<file path="src/rtl/frame_buf_pkg.sv">
// Shared defaults and reader state encoding for the ping-pong frame buffer.
package frame_buf_pkg;

    localparam int unsigned WordsDef = 20;
    localparam int unsigned DwDef    = 16;
    localparam int unsigned AwDef    = 5;

    typedef enum logic [1:0] {
        StIdle,
        StFetch,
        StSend
    } rd_state_e;

endpackage

</file>
<file path="src/rtl/frame_pingpong_buf_if.sv">
// Write side from the address commutator plus the ready/valid read stream.
interface frame_pingpong_buf_if #(
    parameter int unsigned DW = frame_buf_pkg::DwDef,
    parameter int unsigned AW = frame_buf_pkg::AwDef
);

    logic [AW-1:0] wr_adr;
    logic          we;
    logic [DW-1:0] wr_data;
    logic          full;
    logic          rd_ready;
    logic [DW-1:0] rd_data;
    logic          rd_valid;
    logic          rd_last;
    logic          busy;
    logic          frame_lost;

    modport master (
        output wr_adr, we, wr_data, full, rd_ready,
        input  rd_data, rd_valid, rd_last, busy, frame_lost
    );

    modport slave (
        input  wr_adr, we, wr_data, full, rd_ready,
        output rd_data, rd_valid, rd_last, busy, frame_lost
    );

endinterface

</file>
<file path="src/rtl/frame_bank_ram.sv">
// One frame bank: single write port, synchronous read port with a resettable output register.
module frame_bank_ram #(
    parameter int unsigned WORDS = 20,
    parameter int unsigned DW    = 16,
    parameter int unsigned AW    = 5
) (
    input  logic          clk,
    input  logic          rst,
    input  logic          we_i,
    input  logic [AW-1:0] wr_adr_i,
    input  logic [DW-1:0] wr_data_i,
    input  logic          re_i,
    input  logic [AW-1:0] rd_adr_i,
    output logic [DW-1:0] rd_data_o
);

    logic [DW-1:0] mem_q [WORDS];
    logic [DW-1:0] rd_data_q;

    // Storage itself is never reset; only the read register is.
    always_ff @(posedge clk) begin
        if (we_i) begin
            mem_q[wr_adr_i] <= wr_data_i;
        end
    end

    always_ff @(posedge clk or negedge rst) begin
        if (!rst) begin
            rd_data_q <= '0;
        end else if (re_i) begin
            rd_data_q <= mem_q[rd_adr_i];
        end
    end

    assign rd_data_o = rd_data_q;

endmodule

</file>
<file path="src/rtl/frame_pingpong_buf.sv">
// Ping-pong frame buffer: one bank fills from the commutator while the other streams out.
// A frame completing while the reader is still busy is dropped and its bank is reused.
module frame_pingpong_buf
    import frame_buf_pkg::*;
#(
    parameter int unsigned WORDS = WordsDef,
    parameter int unsigned DW    = DwDef,
    parameter int unsigned AW    = AwDef
) (
    input  logic                clk,
    input  logic                rst,
    frame_pingpong_buf_if.slave bus_io
);

    rd_state_e     state_q, state_d;
    logic          wr_bank_q, wr_bank_d;
    logic          rd_bank_q, rd_bank_d;
    logic [AW-1:0] rd_cnt_q, rd_cnt_d;
    logic          full_q;
    logic          frame_lost_q, frame_lost_d;
    logic          full_rise;
    logic          wr_ok;
    logic          rd_req;
    logic          cnt_at_last;
    logic [DW-1:0] bank_rdata [2];

    // One extra bit so WORDS == 2**AW still compares correctly.
    assign full_rise   = bus_io.full && !full_q;
    assign wr_ok       = bus_io.we && ({1'b0, bus_io.wr_adr} < (AW + 1)'(WORDS));
    assign cnt_at_last = (rd_cnt_q == AW'(WORDS - 1));

    for (genvar b = 0; b < 2; b++) begin : g_bank
        frame_bank_ram #(
            .WORDS (WORDS),
            .DW    (DW),
            .AW    (AW)
        ) u_ram (
            .clk       (clk),
            .rst       (rst),
            .we_i      (wr_ok && (wr_bank_q == 1'(b))),
            .wr_adr_i  (bus_io.wr_adr),
            .wr_data_i (bus_io.wr_data),
            .re_i      (rd_req && (rd_bank_q == 1'(b))),
            .rd_adr_i  (rd_cnt_q),
            .rd_data_o (bank_rdata[b])
        );
    end

    always_comb begin
        state_d      = state_q;
        wr_bank_d    = wr_bank_q;
        rd_bank_d    = rd_bank_q;
        rd_cnt_d     = rd_cnt_q;
        frame_lost_d = 1'b0;
        rd_req       = 1'b0;

        unique case (state_q)
            StIdle: begin
                if (full_rise) begin
                    rd_bank_d = wr_bank_q;
                    wr_bank_d = !wr_bank_q;
                    rd_cnt_d  = '0;
                    state_d   = StFetch;
                end
            end
            StFetch: begin
                rd_req  = 1'b1;
                state_d = StSend;
            end
            StSend: begin
                if (bus_io.rd_ready) begin
                    if (cnt_at_last) begin
                        state_d = StIdle;
                    end else begin
                        rd_cnt_d = rd_cnt_q + 1'b1;
                        state_d  = StFetch;
                    end
                end
            end
            default: state_d = StIdle;
        endcase

        // Reader still owns its bank, so the freshly completed frame is discarded.
        if (full_rise && (state_q != StIdle)) begin
            frame_lost_d = 1'b1;
        end
    end

    always_ff @(posedge clk or negedge rst) begin
        if (!rst) begin
            state_q      <= StIdle;
            wr_bank_q    <= 1'b0;
            rd_bank_q    <= 1'b0;
            rd_cnt_q     <= '0;
            full_q       <= 1'b0;
            frame_lost_q <= 1'b0;
        end else begin
            state_q      <= state_d;
            wr_bank_q    <= wr_bank_d;
            rd_bank_q    <= rd_bank_d;
            rd_cnt_q     <= rd_cnt_d;
            full_q       <= bus_io.full;
            frame_lost_q <= frame_lost_d;
        end
    end

    assign bus_io.rd_valid   = (state_q == StSend);
    assign bus_io.rd_last    = (state_q == StSend) && cnt_at_last;
    assign bus_io.busy       = (state_q != StIdle);
    assign bus_io.frame_lost = frame_lost_q;
    assign bus_io.rd_data    = bank_rdata[rd_bank_q];

endmodule

</file>
<file path="src/flat_wrapper.sv">
// flat-port wrapper written by rule: the top's interface ports become plain ports
module frame_pingpong_buf_flat import frame_buf_pkg::*;
#(
    parameter int unsigned WORDS = WordsDef,
    parameter int unsigned DW    = DwDef,
    parameter int unsigned AW    = AwDef
)
  (clk, rst, bus_io_wr_adr, bus_io_we, bus_io_wr_data, bus_io_full, bus_io_rd_ready, bus_io_rd_data, bus_io_rd_valid, bus_io_rd_last, bus_io_busy, bus_io_frame_lost);
  frame_pingpong_buf_if #(.DW(DW), .AW(AW)) bus_io_i ();
  input  logic clk;
  input  logic rst;
  input wire logic [$bits(bus_io_i.wr_adr)-1:0] bus_io_wr_adr;
  input wire logic [$bits(bus_io_i.we)-1:0] bus_io_we;
  input wire logic [$bits(bus_io_i.wr_data)-1:0] bus_io_wr_data;
  input wire logic [$bits(bus_io_i.full)-1:0] bus_io_full;
  input wire logic [$bits(bus_io_i.rd_ready)-1:0] bus_io_rd_ready;
  output wire logic [$bits(bus_io_i.rd_data)-1:0] bus_io_rd_data;
  output wire logic [$bits(bus_io_i.rd_valid)-1:0] bus_io_rd_valid;
  output wire logic [$bits(bus_io_i.rd_last)-1:0] bus_io_rd_last;
  output wire logic [$bits(bus_io_i.busy)-1:0] bus_io_busy;
  output wire logic [$bits(bus_io_i.frame_lost)-1:0] bus_io_frame_lost;
  assign bus_io_i.wr_adr = bus_io_wr_adr;
  assign bus_io_i.we = bus_io_we;
  assign bus_io_i.wr_data = bus_io_wr_data;
  assign bus_io_i.full = bus_io_full;
  assign bus_io_i.rd_ready = bus_io_rd_ready;
  assign bus_io_rd_data = bus_io_i.rd_data;
  assign bus_io_rd_valid = bus_io_i.rd_valid;
  assign bus_io_rd_last = bus_io_i.rd_last;
  assign bus_io_busy = bus_io_i.busy;
  assign bus_io_frame_lost = bus_io_i.frame_lost;
  frame_pingpong_buf #(.WORDS(WORDS), .DW(DW), .AW(AW)) u_core (.clk(clk), .rst(rst), .bus_io(bus_io_i));
endmodule
</file>
<file path="config.mk">
export PLATFORM = sky130hd
export DESIGN_NAME = frame_pingpong_buf_flat
export DESIGN_NICKNAME = d
export VERILOG_FILES = /design/src/rtl/frame_buf_pkg.sv /design/src/rtl/frame_pingpong_buf_if.sv /design/src/rtl/frame_bank_ram.sv /design/src/rtl/frame_pingpong_buf.sv /design/src/flat_wrapper.sv
export SDC_FILE = /design/constraint.sdc
export NUM_CORES = 1
export LEC_CHECK = 0
export ABC_AREA = 0
export CORE_UTILIZATION = 56
export DETAILED_ROUTE_END_ITERATION = 6
export GPL_ROUTABILITY_DRIVEN = 0
export PLACE_DENSITY = 0.86
export SKIP_CTS_REPAIR_TIMING = 1
export SYNTH_ARGS = -nofsm -noshare
export SYNTH_HDL_FRONTEND = slang
export SYNTH_SLANG_ARGS = --single-unit
</file>
<file path="constraint.sdc">
create_clock -name clk -period 2.2 [get_ports clk]
set_input_delay 0.44 -clock clk [delete_from_list [all_inputs] [get_ports clk]]
set_output_delay 0.44 -clock clk [all_outputs]
set_load 0.02 [all_outputs]
</file>
==> reports/metrics.cfg <==
[power]
p_comb_frac = 0.249
switching_share = 0.2920
seqPwrFrac = 0.436
p_sw_w = 0.01019
p_per_area_nw_per_um2 = 1082
p_leak_nw = 10.48
intPower_w = 0.02471
clock_power_share = 0.315
vdd_drop_max_mv = 0.9570

[run_status]
status = finished, violations left
violations = design-rule violations, negative setup slack

[timing]
worstMarginPinSlew_ns = 0.6239
hold_viol_final = 0
rsz0062_at_grt = true
final-setup-viol-count = 11
worst_clock_skew_ns = 0.01257
drv_slew = 0
relSlewSlack = 0.5832
fin_crit_ns = 2.289
min_period_over_period = 1.041
setup_ws_ns = -0.08945
max_freq_mhz = 436.8
finalSetupTns_ns = -0.4827

[logic_synthesis]
syn_avg_cell_area_um2 = 17.31
synthArstFlopShare = 0.06296
synth_seq_area_share = 0.7458
synth_ff_type = edfxtp_1
synth_cells = 1572
yosys_warnings = 0
netlist_area_um2 = 27210
synth_xor_area_frac = 0.0009656
yosysUniqueCellTypes = 40
synth_compound_area_frac = 0.08235
synth_fa_ha_area_frac = 0.0004598
synth_top_family_by_area = multiplexers
synth_mux_area_frac = 0.1281
synth_nets = 1599
ys_seq_elements = 683
synth_edf_count = 640
yosys.area_share.simple = 0.02515

[global_routing]
grt.total_usage = 0.2830
antenna_found_initial = 1
grt_pass1_wl_um = 101900
grt_overflow = 0
grt_max_degree = 62
grt_pass1_vias = 15713

[floorplanning]
fp.dieH_um = 222.4
row_count = 80
num_io_pins = 46
die-area_um2 = 49480
die_x_um = 222.4
initial_utilization = 0.5688
coreArea_um2 = 47850

[worst_setup_path]
critPathLaunchType = flip-flop
required_ns = 1.76
startpoint = u_core.rd_cnt_q[0]$_DFFE_PN0P_
path_class = reg2out
r2r_start = u_core.rd_bank_q$_DFFE_PN0P_
r2r_cells = 7
arrival_ns = 1.85
cp_max_fo = 3
crit_path_end_kind = output pin

[detailed_routing]
drtIter0Drc = 2401
routed_wl_um = 70740
vias = 16190
ant_nets = 0
routedWlPerCell_um = 29.21
drc = 2
viasPerCell = 6.685
first_pass_iters = 7

[finish]
nets = 1780
syn2layout_area_growth_pct = 18.59
layout-drive-gt1-share = 0.2386
fillerInstances = 2831
utilization = 0.6745

[clocking]
cts.path.max_buffers = 3
cts_root_buf = clkbuf_16
htreeDepth = 2
cts_tree = yes
numCtsBuffers = 61
clk_pin_slew_ns = 0.06
cts.sinks = 683
clkLatencyLatePin_ns = 0.63

[hold_path]
min_path_type = in2async

[placed_design]
io_buffers = 45
hpwl_um = 41950

[job]
maxCapViolCount = 0

[path summary, 6_finish.rpt]
path                                                                     to  slack, ns
setup / recovery                                             bus_io_rd_last      -0.09
hold / removal                           u_core.bus_io.frame_lost$_DFF_PN0_       0.34
setup reg to reg           u_core.g_bank[0].u_ram.rd_data_o[12]$_DFFE_PN0P_      -0.07
hold reg to reg            u_core.g_bank[1].u_ram.rd_data_o[12]$_DFFE_PN0P_       0.59
max in group asynchronous   u_core.g_bank[1].u_ram.rd_data_o[1]$_DFFE_PN0P_       1.32
min in group clk               u_core.g_bank[0].u_ram.mem_q[8][2]$_DFFE_PP_       0.52
[through the flow]
stage	power, W	setup slack, ns	hold slack [ns]	cell area [µm²]	std cells
final	0.03491	-0.08945	0.3414	32270	2422
after global routing	0.03577	-0.1442	0.3616	32270	2422
after CTS	0.03425	-0.7190	-0.2076	31930	2416
after detailed placement	0.02336	-0.6297	0.4449	29850	2300
after global placement	0.02311	-0.5488	0.4448	29850	2300
after floorplan	0.02022	-0.2272	0.1444	27230	1572
[power groups by stage]
| stage | sequential [W] | combinational [W] | clock, W |
|---|---|---|---|
| after detailed placement | 0.0154 | 0.00798 | 0 |
| after floorplan | 0.0151 | 0.00507 | 0 |
| after global routing | 0.0152 | 0.00902 | 0.0115 |
| final | 0.0152 | 0.00869 | 0.0110 |
| after global placement | 0.0154 | 0.00775 | 0 |
| after CTS | 0.0151 | 0.00809 | 0.0110 |
[state kept, by name, summed over array words and instances (netlist names)]
name	flops
u_core.g_bank.u_ram.mem_q	640
u_core.g_bank.u_ram.rd_data_o	32
u_core.rd_cnt_q	5
u_core.state_q	2
u_core.bus_io.frame_lost	1
u_core.full_q	1
u_core.rd_bank_q	1
u_core.wr_bank_q	1
[cells in the mapped netlist (all sizes together), types with 32 or more instances]
cell	n	area share
mux2i	256	0.094
a22oi	64	0.018
a221oi	97	0.037
o211ai	32	0.0088
nand2	69	0.0095
dfrtp	43	0.040
mux2	82	0.034
nor2	47	0.0065
edfxtp	640	0.71
clkbuf	53	0.0074
a21oi	33	0.0061
buf	46	0.0096
o21ai	66	0.012
[layout make-up]
cell class              count  area (µm²)  area share
inverters                   2       7.507   0.0002326
repair buffers            217        2362     0.07320
diodes                      1       2.502  0.00007754
multi-input cells         788        6750      0.2092
clock buffers              90        1768     0.05478
clock inverters            26       311.5    0.009654
well taps                 615       769.5     0.02384
flip-flops and latches    683       20300      0.6290
[cell families after synthesis]
family	Yosys count
AND/OR/NAND/NOR	150
adder cells (fa/ha/maj)	1
AO/OA/AOI/OAI	296
buffers and inverters	101
flip-flops	683
multiplexers	338
XOR/XNOR	3
[critical path, cell delays in order (launching register included)]
cell,delay [ns]
dfrtp_4,0.50
ha_1,0.24
nor4bb_4,0.17
and2_1,0.17
buf_4,0.15
[cell usage in the layout, fill, tap and decap left out, types with 16 or more instances in the layout]
master and instances:
mux2i_1 255, a221oi_2 30, clkbuf_1 18, nor2_1 39
clkdlybuf4s50_1 25, dfrtp_1 40, mux2_2 72, a221oi_1 59
clkbuf_16 64, buf_6 16, nand2_1 69, a22oi_1 64
buf_4 116, o21ai_0 57, buf_12 46, edfxtp_1 640
a21oi_1 33, o211ai_1 32
[layer usage]
layer,up-vias,routed length (µm),GRT usage
li1,6682,-,-
met1,8115,26400,0.3863
met2,1206,33850,0.4417
met3,187,7612,0.06665
met4,0,2874,0.1157
met5,-,0,0
No activity file was read; power rests on OpenSTA's default activity.
